`src/rtl/writeback_pkg.sv`:
```
// Shared types and constants for the write-back arbiter and register scoreboard.
package writeback_pkg;

   localparam int XLEN    = 32;
   localparam int NREG    = 32;
   localparam int AW      = $clog2(NREG);
   localparam int AGE_MAX = 2;

   typedef struct packed {
      logic            wren;
      logic [AW-1:0]   waddr;
      logic [XLEN-1:0] wdata;
   } register_write_in_type;

   typedef struct packed {
      logic            iss_valid;
      logic [AW-1:0]   iss_waddr;
      logic            chk_rden1;
      logic [AW-1:0]   chk_raddr1;
      logic            chk_rden2;
      logic [AW-1:0]   chk_raddr2;
      logic            chk_wren;
      logic [AW-1:0]   chk_waddr;
      logic            ex_valid;
      logic [AW-1:0]   ex_waddr;
      logic [XLEN-1:0] ex_wdata;
      logic            lg_valid;
      logic [AW-1:0]   lg_waddr;
      logic [XLEN-1:0] lg_wdata;
   } writeback_in_type;

   typedef struct packed {
      logic                  hazard;
      logic                  ex_stall;
      logic                  lg_ready;
      register_write_in_type register_win;
   } writeback_out_type;

endpackage

```
`src/rtl/writeback_scoreboard.sv`:
```
// Busy-register scoreboard: tracks outstanding long-latency writes and flags decode hazards.
module writeback_scoreboard
   import writeback_pkg::*;
(
   input  logic            clk,
   input  logic            rst,
   input  logic            iss_valid,
   input  logic [AW-1:0]   iss_waddr,
   input  logic            clr_valid,
   input  logic [AW-1:0]   clr_waddr,
   input  logic            chk_rden1,
   input  logic [AW-1:0]   chk_raddr1,
   input  logic            chk_rden2,
   input  logic [AW-1:0]   chk_raddr2,
   input  logic            chk_wren,
   input  logic [AW-1:0]   chk_waddr,
   output logic [NREG-1:0] busy,
   output logic            hazard
);

   logic [NREG-1:0] busy_q, busy_d;

   // A re-issue to the register committing this edge must stay busy, so set is applied last.
   always_comb begin
      busy_d = busy_q;
      if (clr_valid) busy_d[clr_waddr] = 1'b0;
      if (iss_valid) busy_d[iss_waddr] = 1'b1;
      busy_d[0] = 1'b0;
   end

   always_ff @(posedge clk or negedge rst) begin
      if (!rst) begin
         busy_q <= '0;
      end else begin
         busy_q <= busy_d;
      end
   end

   assign busy   = busy_q;
   assign hazard = (chk_rden1 & busy_q[chk_raddr1]) |
                   (chk_rden2 & busy_q[chk_raddr2]) |
                   (chk_wren  & busy_q[chk_waddr]);

endmodule

```
`src/rtl/writeback.sv`:
```
// Merges execute and long-latency results onto the register-file write port,
// with a one-entry long-result buffer and an age-based stall to prevent starvation.
module writeback
   import writeback_pkg::*;
(
   input  logic                  clk,
   input  logic                  rst,
   input  logic                  iss_valid,
   input  logic [AW-1:0]         iss_waddr,
   input  logic                  chk_rden1,
   input  logic [AW-1:0]         chk_raddr1,
   input  logic                  chk_rden2,
   input  logic [AW-1:0]         chk_raddr2,
   input  logic                  chk_wren,
   input  logic [AW-1:0]         chk_waddr,
   output logic                  hazard,
   input  logic                  ex_valid,
   input  logic [AW-1:0]         ex_waddr,
   input  logic [XLEN-1:0]       ex_wdata,
   output logic                  ex_stall,
   input  logic                  lg_valid,
   input  logic [AW-1:0]         lg_waddr,
   input  logic [XLEN-1:0]       lg_wdata,
   output logic                  lg_ready,
   output register_write_in_type register_win
);

   writeback_in_type      wb_in;
   writeback_out_type     wb_out;

   logic                  buf_valid_q, buf_valid_d;
   logic [AW-1:0]         buf_waddr_q, buf_waddr_d;
   logic [XLEN-1:0]       buf_wdata_q, buf_wdata_d;
   logic [1:0]            age_q, age_d;
   logic                  ex_stall_q, ex_stall_d;
   register_write_in_type win_q, win_d;
   logic                  win_long_q, win_long_d;
   logic                  capture, sel_buf;
   logic [AW-1:0]         sel_waddr;
   logic [XLEN-1:0]       sel_wdata;
   logic [NREG-1:0]       busy;
   logic                  sb_hazard;

   always_comb begin
      wb_in            = '0;
      wb_in.iss_valid  = iss_valid;
      wb_in.iss_waddr  = iss_waddr;
      wb_in.chk_rden1  = chk_rden1;
      wb_in.chk_raddr1 = chk_raddr1;
      wb_in.chk_rden2  = chk_rden2;
      wb_in.chk_raddr2 = chk_raddr2;
      wb_in.chk_wren   = chk_wren;
      wb_in.chk_waddr  = chk_waddr;
      wb_in.ex_valid   = ex_valid;
      wb_in.ex_waddr   = ex_waddr;
      wb_in.ex_wdata   = ex_wdata;
      wb_in.lg_valid   = lg_valid;
      wb_in.lg_waddr   = lg_waddr;
      wb_in.lg_wdata   = lg_wdata;
   end

   // Buffer is empty whenever capture is possible, so capture and drain never coincide.
   always_comb begin
      capture     = wb_in.lg_valid & ~buf_valid_q;
      sel_buf     = ~wb_in.ex_valid & buf_valid_q;
      sel_waddr   = wb_in.ex_valid ? wb_in.ex_waddr : buf_waddr_q;
      sel_wdata   = wb_in.ex_valid ? wb_in.ex_wdata : buf_wdata_q;

      buf_valid_d = buf_valid_q;
      buf_waddr_d = buf_waddr_q;
      buf_wdata_d = buf_wdata_q;
      if (capture) begin
         buf_valid_d = 1'b1;
         buf_waddr_d = wb_in.lg_waddr;
         buf_wdata_d = wb_in.lg_wdata;
      end else if (sel_buf) begin
         buf_valid_d = 1'b0;
      end

      age_d = '0;
      if (buf_valid_q && wb_in.ex_valid) begin
         age_d = (age_q == 2'b11) ? age_q : age_q + 2'd1;
      end
      ex_stall_d = buf_valid_q & wb_in.ex_valid & (age_q >= 2'(AGE_MAX - 1));

      win_d      = win_q;
      win_d.wren = (wb_in.ex_valid | buf_valid_q) & (sel_waddr != '0);
      if (win_d.wren) begin
         win_d.waddr = sel_waddr;
         win_d.wdata = sel_wdata;
      end
      win_long_d = sel_buf;
   end

   always_ff @(posedge clk or negedge rst) begin
      if (!rst) begin
         buf_valid_q <= 1'b0;
         buf_waddr_q <= '0;
         buf_wdata_q <= '0;
         age_q       <= '0;
         ex_stall_q  <= 1'b0;
         win_q       <= '0;
         win_long_q  <= 1'b0;
      end else begin
         buf_valid_q <= buf_valid_d;
         buf_waddr_q <= buf_waddr_d;
         buf_wdata_q <= buf_wdata_d;
         age_q       <= age_d;
         ex_stall_q  <= ex_stall_d;
         win_q       <= win_d;
         win_long_q  <= win_long_d;
      end
   end

   writeback_scoreboard u_scoreboard (
      .clk        (clk),
      .rst        (rst),
      .iss_valid  (wb_in.iss_valid),
      .iss_waddr  (wb_in.iss_waddr),
      .clr_valid  (win_q.wren & win_long_q),
      .clr_waddr  (win_q.waddr),
      .chk_rden1  (wb_in.chk_rden1),
      .chk_raddr1 (wb_in.chk_raddr1),
      .chk_rden2  (wb_in.chk_rden2),
      .chk_raddr2 (wb_in.chk_raddr2),
      .chk_wren   (wb_in.chk_wren),
      .chk_waddr  (wb_in.chk_waddr),
      .busy       (busy),
      .hazard     (sb_hazard)
   );

   always_comb begin
      wb_out              = '0;
      wb_out.hazard       = sb_hazard;
      wb_out.ex_stall     = ex_stall_q;
      wb_out.lg_ready     = ~buf_valid_q;
      wb_out.register_win = win_q;
   end

   assign hazard       = wb_out.hazard;
   assign ex_stall     = wb_out.ex_stall;
   assign lg_ready     = wb_out.lg_ready;
   assign register_win = wb_out.register_win;

   // Upstream protocol violations; the datapath does not recover from these.
   a_ex_busy: assert property (@(posedge clk) disable iff (!rst)
      wb_in.ex_valid |-> !busy[wb_in.ex_waddr]);
   a_ex_stall: assert property (@(posedge clk) disable iff (!rst)
      wb_in.ex_valid |-> !ex_stall_q);
   a_lg_busy: assert property (@(posedge clk) disable iff (!rst)
      wb_in.lg_valid |-> (wb_in.lg_waddr == '0 || busy[wb_in.lg_waddr]));

endmodule
```
`config.mk`:
```
export PLATFORM = sky130hd
export DESIGN_NAME = writeback
export DESIGN_NICKNAME = d
export VERILOG_FILES = /design/src/rtl/writeback_pkg.sv /design/src/rtl/writeback_scoreboard.sv /design/src/rtl/writeback.sv
export SDC_FILE = /design/constraint.sdc
export NUM_CORES = 1
export LEC_CHECK = 0
export BUFFER_PORTS_ARGS = -buffer_cell sky130_fd_sc_hd__buf_2
export CAP_MARGIN = 10
export CORE_MARGIN = 2
export CORE_UTILIZATION = 40
export CTS_BUF_LIST = sky130_fd_sc_hd__clkbuf_4
export CTS_CLUSTER_SIZE = 16
export DETAILED_ROUTE_END_ITERATION = 10
export GPL_ROUTABILITY_DRIVEN = 0
export GPL_TIMING_DRIVEN = 0
export SYNTH_ARGS = -nofsm -noshare
export SYNTH_HDL_FRONTEND = slang
export SYNTH_SLANG_ARGS = --single-unit
```
`constraint.sdc`:
```
create_clock -name clk -period 2.98 [get_ports clk]
set_input_delay 0.596 -clock clk [delete_from_list [all_inputs] [get_ports clk]]
set_output_delay 0.596 -clock clk [all_outputs]
set_load 0.03 [all_outputs]
```
==> results.cfg, run 1 <==
[worst_setup_path]
rrSetupSlack_ns = 1.14
crit_chain = mux4_2, mux2i_2, mux2i_1, a31oi_1, nand4_1, buf_4
crit_type = reg2out
cp_max_fo = 4
arrival_ns = 2.25
end_kind = output pin
worst_setup_path_start_kind = flop
cp_data_required_time_ns = 2.38
reg2reg_depth = 7
crit_slowest_cell = mux4_2
critPathMaxStageDelay_ns = 0.48
r2r-start = buf_waddr_q[2]
r2r-end = register_win[27]

[sta]
finalMaxSlewViolations = 0
setup_slack_ns = 0.130
setup_violations = 0
timing.fmax_mhz = 351
tightest_slew_ns = 0.750
period_needed_ns = 2.85
skew_ns = 0.0261
slew_headroom_pct = 50.0
hold_viol = 0
finalSetupTns_ns = 0
period_share_pct = 95.7

[grt]
grt_pass1_wl_um = 22300
antenna_found_initial = 1
grt_remaining_overflow = 0
grt_max_degree = 75
groute.usage.overall_pct = 19.5
grt_pass1_vias = 4393

[finish]
layout-drive-gt1-share_pct = 38.1
fin_area_sq_um = 6580
diodes = 0
area_growth_pct = 19.5
instances_no_fill = 800
nets = 723

[die]
num_io_pins = 143
num_rows = 42
initial_core_util_pct = 41.2
dieArea_sq_um = 14700
die_w_um = 121
die_y_um = 121
coreArea_sq_um = 13300

[clocking]
h-tree-depth = 3
cts_root_buffer = clkbuf_4
clkLatencyLatePin_ns = 0.46
cts.sinks = 111
clock_path_buffers = 2
cts_buffers = 9
postCtsSetupBuffers = 0
path_clk_slew_ns = 0.17
cts_tree = yes

[detailed_routing]
drt_iter0_markers = 169
drc_errors = 0
ant_nets = 0
wl_um = 14100
via_per_inst = 5.42
avgRoutedWirePerCell_um = 17.7
num_vias = 4337
drtPass1Iterations = 4

[synth]
ys.flop_type = dfrtp_1
synth-seq-area-share_pct = 50.5
ys_seq_elements = 111
synth_common_cells = 111 x dfrtp_1, 62 x o21ai_0, 48 x mux2_2
synth_top_area_share_pct = 50.5
synth_cell_types = 39
synth_fp_nets = 578
synth_edf_count = 0
netlist_instances = 474
synthTopCellsByArea = dfrtp_1 51%, mux2_2 9.8%, mux2i_1 7.6%
yosys_warnings = 0
synth_area_leader_cell = dfrtp_1
yosys.cell_count.top_type = dfrtp_1
syn_area_per_cell_sq_um = 11.6
ys_async_sr_fraction_pct = 100
syn_area_sq_um = 5500

[min_path]
hold_class = in2async

[place]
dp_hpwl_um = 10600
pre_cts_slack_ns = 0.122
placed_cells = 784
placed_area_sq_um = 6420
numPortBuffers = 133

[power_and_ir_drop]
power_w = 0.00423
p_leak_nw = 2.79
ir_drop_uv = 328
p_per_area_nw_per_um2 = 643

[outcome]
outcome = completed

[run]
maxCapViolCount = 0
[stage by stage]
| step | utilization, % | hold slack (ns) |
|---|---|---|
| 6_report | 49.3 | 0.0676 |
| 4_1_cts | 49.1 | 0.0576 |
| 2_1_floorplan | - | 0.300 |
| 3_3_place_gp | 47.8 | 0.488 |
| 5_1_grt | 49.3 | 0.0702 |
| 3_5_place_dp | 48.1 | 0.495 |
[kinds of logic (layout without fill, tap and decap cells)]
logic type | count (synthesis) | in the layout | share of synthesized area [%]
fa+ha+maj | 2 | 2 | 0.455
compound gates | 116 | 116 | 11.3
simple gates | 103 | 103 | 9.37
xor+xnor | 1 | 1 | 0.159
buf+inv | 34 | 184 | 3.55
mux | 107 | 107 | 24.6
flops | 111 | 111 | 50.5
[worst max path at each step]
stage	startpoint	slack, ns	endpoint
5_1_grt	u_scoreboard.busy[23]	-0.02	hazard
2_1_floorplan	chk_raddr2[1]	0.37	hazard
6_report	u_scoreboard.busy[21]	0.13	hazard
4_1_cts	u_scoreboard.busy[21]	0.06	hazard
3_5_place_dp	chk_raddr2[1]	0.12	hazard
3_3_place_gp	rst	0.07	u_scoreboard.busy[8]
[layout make-up]
class,count,area [sq um]
fillers,1274,6770
clock buffers,11,82.6
flip-flops and latches,111,2780
clock inverters,5,57.6
multi-input cells,329,2540
repair buffers,134,698
inverters,5,18.8
well taps,176,220
plain buffers,29,176
[layer usage]
| layer | track usage [%] | part of all wire (%) | wire, um |
|---|---|---|---|
| met5 | 0 | 0 | 0 |
| met4 | 5.60 | 0.96 | 136 |
| met3 | 5.73 | 7.4 | 1050 |
| met2 | 33.1 | 49 | 7000 |
| met1 | 24.2 | 42 | 5950 |
[worst max-delay path: cells and delay by family (launching register included)]
family	cells	cell delay, ns
multiplexers	3	0.81
AND/OR/NAND/NOR	1	0.12
flip-flops	1	0.47
buffers and inverters	1	0.19
AO/OA/AOI/OAI	1	0.19
[state kept, by name, summed over array words and instances, names as in the netlist]
| name | count |
|---|---|
| u_scoreboard.busy | 31 |
| ex_stall | 1 |
| buf_waddr_q | 5 |
| age_q | 2 |
| buf_valid_q | 1 |
| win_long_q | 1 |
| register_win | 38 |
| buf_wdata_q | 32 |
[cells in the final DEF, fill, tap and decap left out, types with 2 or more instances in the layout]
cell type,netlist,layout
buf_2,9,140
dfrtp_1,111,111
o21ai_0,62,62
mux2_2,48,48
nor2_1,47,46
mux2i_1,42,41
a21oi_1,36,36
mux4_2,14,15
clkbuf_1,12,12
nand2_1,12,12
clkbuf_4,0,11
nand3b_1,8,8
buf_6,7,7
nand2b_1,6,6
inv_1,5,5
nor4_1,5,5
nand3_1,4,4
or3_1,4,4
o22ai_1,4,4
nor2b_1,4,4
o21ai_1,4,4
nand4_1,3,3
or3b_2,3,3
buf_4,1,3
a221oi_2,0,2
a211oi_1,2,2
mux4_1,3,2
nor3_1,2,2
or4_1,2,2
ha_1,2,2
clkinv_2,0,2
[power by group]
group	internal [W]	switching, W
clock network	0.000278	0.000490
registers	0.00186	0.000278
logic	0.000599	0.000722
[repair_timing]
action / in CTS / in global routing
endpoints found under the setup margin: 0 / 1
hold buffers: 0 / 0
gates resized for setup: 0 / 8
hold endpoints to repair: 0 / 0
Power figures use the tool's default switching activity.
==> run 2: changes to the inputs <==
SYNTH_HIERARCHICAL = 1   (was not set)
==> run 2 against run 1 <==
Synthesized area up 9.8%. Fmax increased by 1.1%. Cell count increased by 19%. Critical path depth is 2 higher. Sequential share of layout area down 3.2 points. Critical endpoint unchanged.
==> results.cfg, run 2 <==
[outcome]
outcome = completed

[worst_setup_path]
crit_chain = buf_2, buf_6, mux2i_1, a22oi_1, and3_1, o41ai_1, nand4_1, buf_2
arrival_ns = 2.22
end_kind = output pin
crit_type = in2out
cp_data_required_time_ns = 2.38
critPathMaxStageDelay_ns = 0.38
worst_path_most_repeated_cell = buf_2
crit_slowest_cell = o41ai_1
cp_max_fo = 10
worst_setup_path_start_kind = primary input

[sta]
period_share_pct = 94.6
setup_slack_ns = 0.161
finalMaxSlewViolations = 0
period_needed_ns = 2.82
hold_viol = 0
finalSetupTns_ns = 0
tightest_slew_ns = 0.708
skew_ns = 0.0203
setup_violations = 0
slew_headroom_pct = 52.8
grt_setup_unrepaired = no
timing.fmax_mhz = 355

[clocking]
clock_path_buffers = 2
clkLatencyLatePin_ns = 0.46
cts_tree = yes
cts.sinks = 111
cts_root_buffer = clkbuf_4
cts.hold.buffers_added = 0
h-tree-depth = 3
path_clk_slew_ns = 0.16
postCtsSetupBuffers = 0
cts_buffers = 9
post_cts_resized = 0

[die]
dieArea_sq_um = 16100
coreArea_sq_um = 14600
num_rows = 44
die_w_um = 127
die_y_um = 127
initial_core_util_pct = 41.2
num_io_pins = 143

[place]
dp_hpwl_um = 13100
numPortBuffers = 137
pre_cts_slack_ns = 0.183

[grt]
grt_pass1_vias = 5622
grt_pass1_wl_um = 28800
groute.usage.overall_pct = 22.3
grt_max_degree = 62
grt_remaining_overflow = 0
antenna_found_initial = 3

[run]
maxCapViolCount = 0

[finish]
layout_common_cells = 142 x buf_2, 133 x o21ai_0, 111 x dfrtp_1
nets = 870
area_growth_pct = 17.7
final_common_cell = buf_2
largest_reg_flops = 38
layout-drive-gt1-share_pct = 24.6
post-route-util_pct = 48.5

[detailed_routing]
drtPass1Iterations = 5
drc_errors = 0
num_vias = 5419
avgRoutedWirePerCell_um = 18.7
via_per_inst = 5.68
wl_um = 17800
drt_iter0_markers = 292
ant_nets = 0

[synth]
yosys_warnings = 6
syn_area_per_cell_sq_um = 9.79
netlist_instances = 617
syn_area_sq_um = 6040
synth_fp_nets = 721

[power_and_ir_drop]
ir_drop_uv = 255
p_leak_nw = 3.00
p_per_area_nw_per_um2 = 590

[min_path]
hold_class = in2async
[run 2: area by class of cell]
| cell class | instances | area, sq um |
|---|---|---|
| clock buffers | 9 | 67.6 |
| inverters | 40 | 150 |
| diodes | 2 | 5.00 |
| fillers | 1429 | 7540 |
| flip-flops and latches | 111 | 2780 |
| multi-input cells | 418 | 2860 |
| plain buffers | 48 | 248 |
| repair buffers | 138 | 716 |
| well taps | 184 | 230 |
| clock inverters | 4 | 50.0 |
[run 2: power by group]
| group | internal [W] | total, W | switching, W |
|---|---|---|---|
| clock | 0.000242 | 0.000723 | 0.000481 |
| combinational | 0.000550 | 0.00138 | 0.000834 |
| sequential | 0.00183 | 0.00209 | 0.000256 |
[run 2: layer usage]
metal / vias to the layer above / track usage (%) / routed length [um] / part of all wire (%)
li1: 2551 / - / - / -
met1: 2641 / 29.2 / 7680 / 43
met2: 193 / 36.8 / 8560 / 48
met3: 30 / 5.69 / 1220 / 6.9
met4: 4 / 6.27 / 313 / 1.8
met5: - / 0 / 29 / 0.16
[run 2: final timing paths]
| path | startpoint | endpoint | slack (ns) | cells past startpoint |
|---|---|---|---|---|
| setup / recovery | chk_raddr1[1] | hazard | 0.16 | 8 |
| setup reg to reg | buf_waddr_q[3] | register_win[26] | 0.96 | 5 |
| min in group clk | lg_wdata[17] | buf_wdata_q[17] | 0.33 | 3 |
| hold reg to reg | buf_wdata_q[31] | buf_wdata_q[31] | 0.55 | 2 |
| max in group asynchronous | rst | u_scoreboard/busy[12] | 2.08 | 2 |
| hold / removal | rst | register_win[19] | 0.15 | 1 |
[run 2: critical path: cells and delay by family]
family | cells | cell delay [ns]
AOI/OAI and AO/OA | 2 | 0.49
muxes | 1 | 0.21
and+or+nand+nor | 2 | 0.34
buffers and inverters | 3 | 0.60
[run 2: per-stage QoR]
| stage | hold slack, ns | std cells | area [sq um] | total power (W) |
|---|---|---|---|---|
| floorplan | 0.300 | 617 | 6040 | 0.00297 |
| global placement | 0.517 | 938 | 6960 | 0.00344 |
| detailed placement | 0.521 | 939 | 6990 | 0.00349 |
| CTS | 0.164 | 952 | 7100 | 0.00422 |
| global route | 0.162 | 953 | 7110 | 0.00446 |
| finish | 0.152 | 954 | 7110 | 0.00419 |
==> run 3: changes to the inputs <==
CORE_UTILIZATION = 35   (was 40)
==> run 3 against run 2 <==
Sequential share of layout area decreased by 0.52 points. Sequential power about the same. Fmax decreased by 1.1%. Global-route usage decreased by 2.5 points. Worst setup slack got worse by 0.032 ns. Utilization decreased by 6.3 points. Highest routed layer unchanged.
==> results.cfg, run 3 (synthesis gave the netlist of run 2 again) <==
[grt]
antenna_found_initial = 4
grt_remaining_overflow = 0
grt_pass1_vias = 5407
grt_pass1_wl_um = 28700
grt_max_degree = 76
groute.usage.overall_pct = 19.8

[clocking]
postCtsSetupBuffers = 0
cts_buffers = 9
clock_path_buffers = 2
cts.sinks = 111
h-tree-depth = 3
clkLatencyLatePin_ns = 0.47
path_clk_slew_ns = 0.19
cts_root_buffer = clkbuf_4
cts_tree = yes

[power_and_ir_drop]
p_leak_nw = 3.03
power_w = 0.00425
p_per_area_nw_per_um2 = 590
ir_drop_uv = 254

[sta]
timing.fmax_mhz = 351
period_share_pct = 95.7
setup_violations = 0
skew_ns = 0.0229
finalMaxSlewViolations = 0
finalSetupTns_ns = 0
slew_headroom_pct = 59.3
tightest_slew_ns = 0.610
hold_viol = 0
period_needed_ns = 2.85

[min_path]
hold_class = in2reg

[detailed_routing]
drc_errors = 0
via_per_inst = 5.46
drt_iter0_markers = 273
ant_nets = 0
num_vias = 5458
drtPass1Iterations = 5
wl_um = 17900
avgRoutedWirePerCell_um = 17.9

[worst_setup_path]
cp_max_fo = 4
cp_data_required_time_ns = 2.38
end_kind = output pin
crit_chain = mux4_2, mux4_2, nand3b_1, nand4_1, buf_2
worst_setup_path_start_kind = flop
crit_type = reg2out
arrival_ns = 2.26
critPathMaxStageDelay_ns = 0.50
worst_path_most_repeated_cell = mux4_2
rrSetupSlack_ns = 0.98
crit_slowest_cell = mux4_2

[place]
dp_hpwl_um = 13000
numPortBuffers = 137
placed_cells = 980
placed_area_sq_um = 7040

[die]
die_y_um = 135
coreArea_sq_um = 17100
die_w_um = 135
num_rows = 48
initial_core_util_pct = 35.4
num_io_pins = 143
dieArea_sq_um = 18300

[finish]
largest_reg_flops = 38
layout-drive-gt1-share_pct = 24.9
fin_area_sq_um = 7200
instances_no_fill = 999
layout_common_cells = 142 x buf_2, 133 x o21ai_0, 111 x dfrtp_1
final_common_cell = buf_2
nets = 871
area_growth_pct = 19.3

[outcome]
outcome = completed

[run]
maxCapViolCount = 0
run 3: cell types whose count changed in the layout (fill, tap and decap cells not counted):
cell,change
dlygate4sd3_1,+1
clkinvlp_4,-2
buf_6,+1
o41ai_1,-1
o41ai_2,+1
clkinv_4,+4
buf_4,-1
clkinv_1,+1
run 3: path summary, 6_finish.rpt:
kind	depth (start not counted)	from	to
max in group asynchronous	3	rst	u_scoreboard/busy[7]
hold / removal	3	lg_wdata[19]	buf_wdata_q[19]
min in group asynchronous	2	rst	buf_wdata_q[19]
setup / recovery	5	u_scoreboard/busy[7]	hazard
hold reg to reg	2	buf_wdata_q[0]	buf_wdata_q[0]
setup reg to reg	6	buf_valid_q	buf_wdata_q[17]
run 3: critical path: cells and delay by family, from the launching register on:
kind | cells | cell delay (ns)
buffers and inverters | 1 | 0.19
multiplexers | 2 | 0.98
flip-flops | 1 | 0.48
AND/OR/NAND/NOR | 2 | 0.17
run 3: through the flow:
step,hold WS (ns),utilization [%],worst slack (ns)
finish,0.307,42.2,0.128
detailed placement,0.521,41.3,0.197
global route,0.266,42.2,-0.00747
floorplan,0.300,-,0.339
global placement,0.516,41.1,-0.0892
CTS,0.282,42.2,0.119
run 3: report_power, final:
group	internal, W	leakage, nW	switching [W]
clock	0.000259	0.0775	0.000513
combinational	0.000551	1.70	0.000823
sequential	0.00183	1.25	0.000271
run 3: repair_timing:
item	4_1_cts	5_1_grt
hold buffers	1	0
resized for setup	0	1
endpoints found under the setup margin	0	1
endpoints found under the hold margin	21	0
run 3: final cells by class:
type | instances | area, sq um
Multi-Input combinational cell | 418 | 2870
Clock buffer | 9 | 67.6
Inverter | 40 | 150
Fill cell | 1734 | 9850
Tap cell | 225 | 282
Antenna cell | 2 | 5.00
Clock inverter | 7 | 73.8
Sequential cell | 111 | 2780
Timing Repair Buffer | 139 | 729
Buffer | 48 | 248
run 3: layer usage:
layer / up-vias / track usage (%) / wire length, um
met1: 2649 / 26.3 / 7860
met3: 27 / 4.56 / 1350
met5: - / 0 / 13
met4: 2 / 6.08 / 237
li1: 2565 / - / -
met2: 215 / 32.2 / 8420
